**src/rtl/seg_pkg.sv**
```systemverilog
// Shared types and constants for the 7-segment digit scanner.
package seg_pkg;

    typedef enum logic {
        S_SHOW  = 1'b0,
        S_BLANK = 1'b1
    } state_t;

    localparam int MAX_DIGITS = 8;
    localparam logic [MAX_DIGITS-1:0] AN_OFF = '1;

    // Counter width for a count range of n; never narrower than one bit.
    function automatic int cnt_w(input int n);
        return (n < 2) ? 1 : $clog2(n);
    endfunction

endpackage

```
**src/rtl/seg_scan_ctrl_if.sv**
```systemverilog
// Load/ack handshake carrying the packed hex word into the scanner.
interface seg_scan_ctrl_if #(
    parameter int NUM_DIGITS = 4
);
    logic                    load;
    logic [4*NUM_DIGITS-1:0] data_in;
    logic                    load_ack;

    modport master (output load, output data_in, input load_ack);
    modport slave  (input load, input data_in, output load_ack);
endinterface

```
**src/rtl/seg_prescaler.sv**
```systemverilog
// Digit on-time prescaler: counts 0..CLK_DIV-1 while enabled, ticks on the last count.
module seg_prescaler
    import seg_pkg::*;
#(
    parameter int CLK_DIV = 50000
) (
    input  logic clk,
    input  logic rst_n,
    input  logic clear,
    output logic tick
);

    localparam int CW = cnt_w(CLK_DIV);
    localparam logic [CW-1:0] LAST = CW'(CLK_DIV - 1);

    logic [CW-1:0] cnt;

    assign tick = !clear && (cnt == LAST);

    always_ff @(posedge clk or negedge rst_n) begin
        if (!rst_n) begin
            cnt <= '0;
        end else if (clear || tick) begin
            cnt <= '0;
        end else begin
            cnt <= cnt + 1'b1;
        end
    end

endmodule

```
**src/rtl/seg_scan_ctrl.sv**
```systemverilog
// Time-multiplexed, double-buffered 7-segment digit scanner with inter-digit blanking.
// Optional leading-zero suppression: define SEG_SCAN_LZ_BLANK_EN.
module seg_scan_ctrl
    import seg_pkg::*;
#(
    parameter int NUM_DIGITS = 4,
    parameter int CLK_DIV    = 50000,
    parameter int BLANK_CYC  = 8
) (
    input  logic                  clk,
    input  logic                  rst_n,
    seg_scan_ctrl_if.slave        bus,
    output logic [3:0]            digit_nibble,
    output logic [NUM_DIGITS-1:0] an_n,
    output logic                  frame_start
);

    localparam int IW = cnt_w(NUM_DIGITS);
    localparam int BW = cnt_w(BLANK_CYC);
    localparam int WW = 4 * NUM_DIGITS;
    localparam logic [IW-1:0] LAST_IDX = IW'(NUM_DIGITS - 1);
    localparam logic [BW-1:0] B_LAST   = BW'(BLANK_CYC - 1);
    localparam logic [NUM_DIGITS-1:0] AN_ALL_OFF = AN_OFF[NUM_DIGITS-1:0];

    state_t        state;
    logic [IW-1:0] idx;
    logic [BW-1:0] bcnt;
    logic [WW-1:0] shadow;
    logic [WW-1:0] pend_word;
    logic          pend;
    logic          tick;

    logic [IW-1:0] nxt_idx;
    logic          blank_done;
    logic          commit;
    logic          commit_do;
    logic [WW-1:0] commit_word;
    logic [WW-1:0] show_word;
    logic          next_dark;

    function automatic logic [NUM_DIGITS-1:0] anode_for(input logic [IW-1:0] i, input logic dark);
        logic [NUM_DIGITS-1:0] a;
        a = AN_ALL_OFF;
        if (!dark) a[i] = 1'b0;
        return a;
    endfunction

`ifdef SEG_SCAN_LZ_BLANK_EN
    // A digit above 0 goes dark when it and every digit to its left are zero.
    function automatic logic lz_dark(input logic [WW-1:0] w, input logic [IW-1:0] i);
        logic nz;
        nz = 1'b0;
        for (int d = 0; d < NUM_DIGITS; d++) begin
            if (d >= int'(i) && w[4*d +: 4] != 4'h0) nz = 1'b1;
        end
        return (i != '0) && !nz;
    endfunction
    assign next_dark = lz_dark(show_word, nxt_idx);
`else
    assign next_dark = 1'b0;
`endif

    assign nxt_idx     = (idx == LAST_IDX) ? '0 : idx + 1'b1;
    assign blank_done  = (state == S_BLANK) && (bcnt == B_LAST);
    assign commit      = blank_done && (idx == LAST_IDX);
    assign commit_do   = commit && (bus.load || pend);
    assign commit_word = bus.load ? bus.data_in : pend_word;
    // The word the next lit digit reads from, so a fresh commit shows immediately.
    assign show_word   = commit_do ? commit_word : shadow;

    seg_prescaler #(.CLK_DIV(CLK_DIV)) u_prescaler (
        .clk   (clk),
        .rst_n (rst_n),
        .clear (state != S_SHOW),
        .tick  (tick)
    );

    always_ff @(posedge clk or negedge rst_n) begin
        if (!rst_n) begin
            state        <= S_BLANK;
            idx          <= LAST_IDX;
            bcnt         <= '0;
            shadow       <= '0;
            pend_word    <= '0;
            pend         <= 1'b0;
            an_n         <= AN_ALL_OFF;
            digit_nibble <= 4'h0;
            bus.load_ack <= 1'b0;
            frame_start  <= 1'b0;
        end else begin
            bus.load_ack <= 1'b0;
            frame_start  <= 1'b0;
            if (bus.load && !commit) begin
                pend_word <= bus.data_in;
                pend      <= 1'b1;
            end
            case (state)
                S_SHOW: begin
                    if (tick) begin
                        state <= S_BLANK;
                        an_n  <= AN_ALL_OFF;
                    end
                end
                S_BLANK: begin
                    if (blank_done) begin
                        bcnt         <= '0;
                        state        <= S_SHOW;
                        idx          <= nxt_idx;
                        an_n         <= anode_for(nxt_idx, next_dark);
                        digit_nibble <= show_word[4*nxt_idx +: 4];
                        if (commit) begin
                            frame_start <= 1'b1;
                            if (commit_do) begin
                                shadow       <= commit_word;
                                bus.load_ack <= 1'b1;
                                pend         <= 1'b0;
                            end
                        end
                    end else begin
                        bcnt <= bcnt + 1'b1;
                    end
                end
            endcase
        end
    end

endmodule

```
**src/flat_wrapper.sv**
```systemverilog
// flat-port wrapper written by rule: the top's interface ports become plain ports
module seg_scan_ctrl_flat import seg_pkg::*;
#(
    parameter int NUM_DIGITS = 4,
    parameter int CLK_DIV    = 50000,
    parameter int BLANK_CYC  = 8
)
  (clk, rst_n, digit_nibble, an_n, frame_start, bus_load, bus_data_in, bus_load_ack);
  seg_scan_ctrl_if #(.NUM_DIGITS(NUM_DIGITS)) bus_i ();
  input  logic clk;
  input  logic rst_n;
  output logic [3:0] digit_nibble;
  output logic [NUM_DIGITS-1:0] an_n;
  output logic frame_start;
  input wire logic [$bits(bus_i.load)-1:0] bus_load;
  input wire logic [$bits(bus_i.data_in)-1:0] bus_data_in;
  output wire logic [$bits(bus_i.load_ack)-1:0] bus_load_ack;
  assign bus_i.load = bus_load;
  assign bus_i.data_in = bus_data_in;
  assign bus_load_ack = bus_i.load_ack;
  seg_scan_ctrl #(.NUM_DIGITS(NUM_DIGITS), .CLK_DIV(CLK_DIV), .BLANK_CYC(BLANK_CYC)) u_core (.clk(clk), .rst_n(rst_n), .bus(bus_i), .digit_nibble(digit_nibble), .an_n(an_n), .frame_start(frame_start));
endmodule
```
**config.mk**
```make
export PLATFORM = sky130hd
export DESIGN_NAME = seg_scan_ctrl_flat
export DESIGN_NICKNAME = d
export VERILOG_FILES = /design/src/rtl/seg_pkg.sv /design/src/rtl/seg_scan_ctrl_if.sv /design/src/rtl/seg_prescaler.sv /design/src/rtl/seg_scan_ctrl.sv /design/src/flat_wrapper.sv
export SDC_FILE = /design/constraint.sdc
export NUM_CORES = 1
export LEC_CHECK = 0
export ABC_AREA = 0
export CAP_MARGIN = 20
export CORE_MARGIN = 4
export CORE_UTILIZATION = 35
export CTS_CLUSTER_SIZE = 28
export DETAILED_ROUTE_END_ITERATION = 10
export PLACE_DENSITY_LB_ADDON = 0.1
export SLEW_MARGIN = 20
export SYNTH_ARGS = -nofsm -noshare
export SYNTH_HDL_FRONTEND = slang
export SYNTH_SLANG_ARGS = --single-unit
```
**constraint.sdc**
```tcl
create_clock -name clk -period 2 [get_ports clk]
set_input_delay 0.6 -clock clk [delete_from_list [all_inputs] [get_ports clk]]
set_output_delay 0.6 -clock clk [all_outputs]
set_load 0.02 [all_outputs]
```
==> summary.md, run 1 <==
| Metric | Value |
|---|---|
| Die width | 101 um |
| R2R Setup Slk | roughly 160 ps |
| Core area | approximately 8300 sq um |
| Post-synth EDFFs | 0 |
| Initial detailed-routing violation count | 65 |
| Hold Fails Final Rpt | 0 |
| Fill cell count | approximately 800 |
| CP startpoint kind | flip-flop |
| Num CTS Buffers | 9 |
| Seq/Total Area, Yosys | a little over half |
| Port Buffers | 28 |
| Final Skew | roughly 8.4 ps |
| DR vias | 2042 |
| Row cnt | 33 |
| Antenna cell count | 0 |
| Fin util | 44.7% |
| Post-layout min period | ~1900 ps |
| MaxCap Viol Count | 0 |
| Top FF cell, synth | dfrtp_1 |
| Vias in the first global route | around 2100 |
| First-pass GRT wire length | between 10 and 15 mm |
| Static Leakage | between 1.5 and 2 nW |
| Final worst-path cycle share | between 90% and 100% |
| Asr flop ratio synth | 100% |
| Via density | 4.86 |
| Synthesized area | roughly 3100 sq um |
| # DRC | 0 |
| CTS max path bufs | 2 |
| Synth Area in Adders | ~2.9% |
| Simple-gate share of the synthesized area | between 10% and 20% |
| CP peak stage delay | between 600 and 700 ps |
| Non-Filler Instances | 420 |
| Largest net degree at the start of global routing | 66 |
| Levels on crit path | 1 |
| Mapped Avg Cell Area | 11.3 sq um |
| Clk sinks | between 60 and 70 |
| CP max stage cell | clkdlybuf4s50_1 |
| Synth Area in XOR/XNOR | between 3 and 4% |
| RePlAce Congestion | about 0.76 |
| Area grow syn2layout | 21.8% |
| Initial Util | a little under two fifths |
| Hpwl dp | 4.39 mm |
| H-Tree Depth | 3 |
| Outcome | finished clean |
| Slew HR | 72.6% |
| Setup bufs post-CTS | 0 |
| F_max | 0.524 GHz |
| Mux cell area share after synthesis | 13.1% |
| Top post-synthesis cells by area | dfrtp_1, mux2_2, dfstp_2, mux2i_1, o21ai_0 |
| R2r worst-path depth | 5 |
| Initial antenna violation count | 0 |
| # IOs | 29 |
| Root Driver | clkbuf_8 |
| Mapped Cells | 270 |
| Leading area contributor after synthesis | dfrtp_1 |
| Area fraction of the dominant cell type after synthesis | 47.4% |
| Cts repair resizes | 4 |
| Crit end category | output pin |
| YS warnings | 0 |
| Worst-Margin Slew | approximately 410 ps |
| Post-synthesis register bit count | 65 |
| Worst Path Arrival | around 1300 ps |
| DP Area | about 3500 sq um |
| TritonRoute pass-1 iters | 4 |
| Fin nets | roughly 340 |
| Synth top cells by count | dfrtp_1, mux2_2, nor2_1, nand2_1, o21ai_0 |
| Reg2Reg Launch Point | u_core.idx[0] |
| Net count after synthesis | slightly below 300 |
| Antenna viol nets, final | 0 |
| Clock Pin Slew Worst Setup and Hold Paths | ~70 ps |
| Drt total wl | 6.17 mm |
| Synth unique cells | 44 |
| Max VDD drop | 0.000231 V |
| CTS tree | yes |
| Delay-heaviest family, CP | buffers and inverters |
| Worst-path fanout max | 3 |
| Worst setup startpoint | u_core.digit_nibble[0] |
| Final Setup Violations | 0 |
| CP Class | reg2out |
| Final Slew Violations | 0 |
| Critical Path RT | ~1400 ps |
| Overflow left after global routing | 0 |
| Worst Hold Class | in2async |
| Count leader, synth | dfrtp_1 |
| Buf/Inv on CP | 1 |
| Worst skew pair latency | between 300 and 400 ps |
| RSZ-0062 raised after global routing | false |
| Compound-gate portion of the synthesized area | 9.90% |
| WL/cell | 14.7 um |
| Sequence of cells on the critical path | clkdlybuf4s50_1 |
| Main combinational cell family by area after synthesis | simple AND/OR/NAND/NOR gates |
| PD cells | 730 nW/um^2 |
| Placed Cells | between 400 and 500 |
| Final hold slack | 270 ps |
| GRT Util Overall | around an eighth |
| Reg2reg end | u_core.pend_word[13] |
| Worst Setup EP | digit_nibble[0] |
| Hold buffer count at cts | 0 |
| Layout cell share with drive strength beyond 1 | between 20% and 30% |
| Height of the chip | approximately 100 um |
| Die ar. | just over 10000 sq um |
| Final instance area | 3730 sq um |
## cell usage in the layout, fill, tap and decap left out, types with 4 or more instances in the layout
| cell type | instances |
|---|---|
| nor3_1 | 4 |
| clkdlybuf4s50_1 | 22 |
| o21a_1 | 5 |
| and3_1 | 5 |
| a21oi_1 | 6 |
| buf_4 | 16 |
| xnor2_1 | 4 |
| o21ai_0 | 18 |
| nand2_1 | 21 |
| dfrtp_1 | 58 |
| o211ai_1 | 5 |
| nor2_1 | 24 |
| xor2_1 | 7 |
| clkbuf_8 | 10 |
| dfstp_2 | 7 |
| mux2i_1 | 12 |
| mux2_2 | 25 |
| nand4_1 | 6 |
| inv_1 | 7 |
| ha_1 | 7 |
| dlygate4sd2_1 | 4 |
## final cells by class
class / count / area, sq um / area share, %
flip-flops and latches: 65 / 1640 / 43.9
clock inverters: 3 / 65.1 / 1.75
inverters: 8 / 30.0 / 0.806
well taps: 105 / 131 / 3.52
repair buffers: 45 / 413 / 11.1
clock buffers: 12 / 145 / 3.89
multi-input cells: 182 / 1310 / 35.1
## flip-flops by register name, indices dropped and copies added (netlist names)
name,flops
u_core.state,1
u_core.an_n,4
u_core.shadow,16
u_core.frame_start,1
u_core.idx,2
u_core.pend,1
u_core.bcnt,3
u_core.u_prescaler.cnt,16
u_core.bus.load_ack,1
u_core.pend_word,16
u_core.digit_nibble,4
## metrics by stage
| step | power (mW) | setup TNS (ps) | setup slack (ps) |
|---|---|---|---|
| floorplan | 1.46 | 0 | 21.9 |
| global placement | 1.55 | -995 | -200 |
| detailed placement | 1.55 | -1270 | -238 |
| CTS | 2.77 | 0 | 36.0 |
| global route | 2.84 | 0 | 22.6 |
| finish | 2.72 | 0 | 93.1 |
## power by group
group	internal [mW]	switching, mW	total, mW
clock	0.728	0.474	1.20
combinational	0.0891	0.0671	0.156
sequential	1.35	0.0150	1.36
## cells by family after synthesis
| logic type | count (synthesis) |
|---|---|
| compound gates | 46 |
| buf+inv | 23 |
| fa+ha+maj | 7 |
| mux | 37 |
| simple gates | 81 |
| xor+xnor | 11 |
| flops | 65 |
## layer usage
| layer | track usage [%] | share of wire (%) |
|---|---|---|
| met1 | 18.6 | 52 |
| met2 | 18.4 | 43 |
| met3 | 4.27 | 4.2 |
| met4 | 4.60 | 1.3 |
| met5 | 0 | 0 |
## worst min path at each step
stage / start / endpoint / slack [ps] / cells past startpoint
floorplan: rst_n / u_core.bcnt[0] / 300 / 0
global placement: u_core.u_prescaler.cnt[0] / u_core.u_prescaler.cnt[0] / 440 / 1
detailed placement: u_core.u_prescaler.cnt[0] / u_core.u_prescaler.cnt[0] / 450 / 1
CTS: rst_n / u_core.shadow[11] / 280 / 2
global route: rst_n / u_core.pend_word[11] / 280 / 2
finish: rst_n / u_core.shadow[11] / 270 / 2
Power figures use the tool's default switching activity.
==> run 2: changes to the inputs <==
--- a/config.mk
+++ b/config.mk
@@ -8,9 +8,10 @@
 export ABC_AREA = 0
 export CAP_MARGIN = 20
 export CORE_MARGIN = 4
-export CORE_UTILIZATION = 35
+export CORE_UTILIZATION = 51
 export CTS_CLUSTER_SIZE = 28
 export DETAILED_ROUTE_END_ITERATION = 10
+export GPL_TIMING_DRIVEN = 1
 export PLACE_DENSITY_LB_ADDON = 0.1
 export SLEW_MARGIN = 20
 export SYNTH_ARGS = -nofsm -noshare
==> run 2 against run 1 <==
Net effect:
- sequential share of layout area is 0.92 points higher
- count of clock-buffer cells in the layout rose by 4
- highest routed layer unchanged
- clock skew fell by 1.5 ps
- largest power group unchanged
- sequential power about the same
==> summary.md, run 2 (same netlist as run 1, synthesis figures left out) <==
| Metric | Value |
|---|---|
| Fin util | 64.3% (was 44.7%) |
| Delay-heaviest family, CP | buffers and inverters (unchanged) |
| Static Leakage | 1.64 nW (was 1.68 nW) |
| FF+latch area | 1640 sq um (unchanged) |
| Die width | 85.5 um (was 101 um) |
| Final Slew Violations | 0 (unchanged) |
| CTS max path bufs | 2 (unchanged) |
| TritonRoute pass-1 iters | 4 (unchanged) |
| Hpwl dp | 4.15 mm (was 4.39 mm) |
| Final Skew | 6.94 ps (was 8.39 ps) |
| Final Setup Violations | 0 (unchanged) |
| GRT Util Overall | 17.7% (was 13.0%) |
| Die ar. | 7300 sq um (was 10300 sq um) |
| Initial Util | 53.9% (was 36.7%) |
| Worst Hold Class | in2async (unchanged) |
| DR vias | 2126 (was 2042) |
| CTS tree | yes (unchanged) |
| Worst-Margin Slew | 393 ps (was 410 ps) |
| Final hold slack | 258 ps (was 270 ps) |
| WL/cell | 14.6 um (was 14.7 um) |
| Sequence of cells on the critical path | clkdlybuf4s50_1 (unchanged) |
| Final instance area | 3650 sq um (was 3730 sq um) |
| Drt total wl | 5.69 mm (was 6.17 mm) |
| H-Tree Depth | 3 (unchanged) |
| RePlAce Congestion | 0.856 (was 0.764) |
| Initial antenna violation count | 0 (unchanged) |
| Antenna viol nets, final | 0 (unchanged) |
| Core area | 5680 sq um (was 8340 sq um) |
| Clk sinks | 65 (unchanged) |
| F_max | 0.520 GHz (was 0.524 GHz) |
| Slew HR | 73.7% (was 72.6%) |
| Worst Path Arrival | 1320 ps (was 1310 ps) |
| # DRC | 0 (unchanged) |
| Outcome | finished clean (unchanged) |
| Via density | 5.47 (was 4.86) |
| Overflow left after global routing | 0 (unchanged) |
| R2r worst-path depth | 5 (unchanged) |
| First-pass GRT wire length | 10.2 mm (was 10.4 mm) |
| Fin worst setup slack | 76.6 ps (was 93.1 ps) |
| DP Area | 3490 sq um (was 3520 sq um) |
| Area grow syn2layout | 19.3% (was 21.8%) |
| RSZ-0062 raised after global routing | false (unchanged) |
| Clock Pin Slew Worst Setup and Hold Paths | 70 ps (about the same) |
| Port Buffers | 28 (unchanged) |
| Crit end category | output pin (unchanged) |
| Setup bufs post-CTS | 0 (unchanged) |
| Max VDD drop | 0.000392 V (was 0.000231 V) |
| Reg2Reg Launch Point | u_core.idx[1] (was u_core.idx[0]) |
| Hold Fails Final Rpt | 0 (unchanged) |
| Fill cell count | 469 (was 792) |
| CP peak stage delay | 620 ps (was 610 ps) |
| R2R Setup Slk | 140 ps (was 160 ps) |
| Worst-path fanout max | 3 (unchanged) |
| Commonest non-fill, non-tap cells in the layout | dfrtp_1, mux2_2, nor2_1 (unchanged) |
| Root Driver | clkbuf_8 (unchanged) |
| Height of the chip | 85.5 um (was 101 um) |
| Most common cell after layout, fill and taps aside | dfrtp_1 (unchanged) |
| CP Class | reg2out (unchanged) |
| Post-layout min period | 1920 ps (was 1910 ps) |
| Antenna cell count | 0 (unchanged) |
| Vias in the first global route | 2117 (was 2080) |
| Pwr Total | 2.49 mW (was 2.72 mW) |
| Largest net degree at the start of global routing | 66 (unchanged) |
| Fin nets | 338 (was 337) |
| Layout cell share with drive strength beyond 1 | 21.5% (was 21.9%) |
| Initial detailed-routing violation count | 101 (was 65) |
| CP startpoint kind | flip-flop (unchanged) |
| MaxCap Viol Count | 0 (unchanged) |
| CP max stage cell | clkdlybuf4s50_1 (unchanged) |
| PD cells | 683 nW/um^2 (was 730 nW/um^2) |
| Multi-input logic area | 1310 sq um (unchanged) |
| Buf/Inv on CP | 1 (unchanged) |
| Reg2reg end | u_core.pend_word[10] (was u_core.pend_word[13]) |
| # IOs | 29 (unchanged) |
| Worst setup startpoint | u_core.digit_nibble[3] (was u_core.digit_nibble[0]) |
| Row cnt | 27 (was 33) |
| Num CTS Buffers | 9 (unchanged) |
| Final worst-path cycle share | 96.2% (was 95.3%) |
| Critical Path RT | 1400 ps (about the same) |
| Largest regs | u_core.pend_word (16), u_core.shadow (16), u_core.u_prescaler.cnt (16) (unchanged) |
| Pre-CTS setup slack | -222 ps (was -238 ps) |
| Worst skew pair latency | 330 ps (was 340 ps) |
[run 2: cell type report]
type,instances,area share (%)
clock buffer,16,4.66
inverter,8,0.822
multi-input combinational,182,35.8
sequential,65,44.8
tap,72,2.47
timing repair buffer,46,11.4
[run 2: timing repair]
action	4_1_cts	5_1_grt
setup endpoints to repair	4	0
endpoints found under the hold margin	0	0
gates resized for setup	4	0
hold buffers	0	0
[run 2: metal layers]
metal / part of all wire, % / global-route usage (%) / up-vias
met5: 0 / 0 / -
met2: 44 / 25.5 / 48
met4: 1.7 / 8.20 / 0
li1: - / - / 1038
met1: 50 / 25.9 / 1030
met3: 4.4 / 3.11 / 10
[run 2: worst max path at each step]
stage | slack [ps] | endpoint | cells after the start
after global placement | -170 | u_core.digit_nibble[1] | 7
after global routing | 4 | u_core.digit_nibble[1] | 7
after floorplan | 20 | u_core.digit_nibble[1] | 8
final | 80 | digit_nibble[3] | 1
after detailed placement | -220 | u_core.digit_nibble[1] | 7
after CTS | 70 | digit_nibble[3] | 1
[run 2: through the flow]
stage	cells	setup TNS, ps
6_report	389	0
5_1_grt	389	0
3_5_place_dp	373	-2470
4_1_cts	389	0
3_3_place_gp	373	-1940
2_1_floorplan	270	0
[run 2: report_power, final]
part           leakage, nW  total [mW]  switching [mW]  internal [mW]
sequential           0.821        1.36          0.0146           1.35
combinational        0.735       0.157          0.0665         0.0904
clock               0.0850       0.976           0.454          0.522
total                 1.64        2.49           0.535           1.96
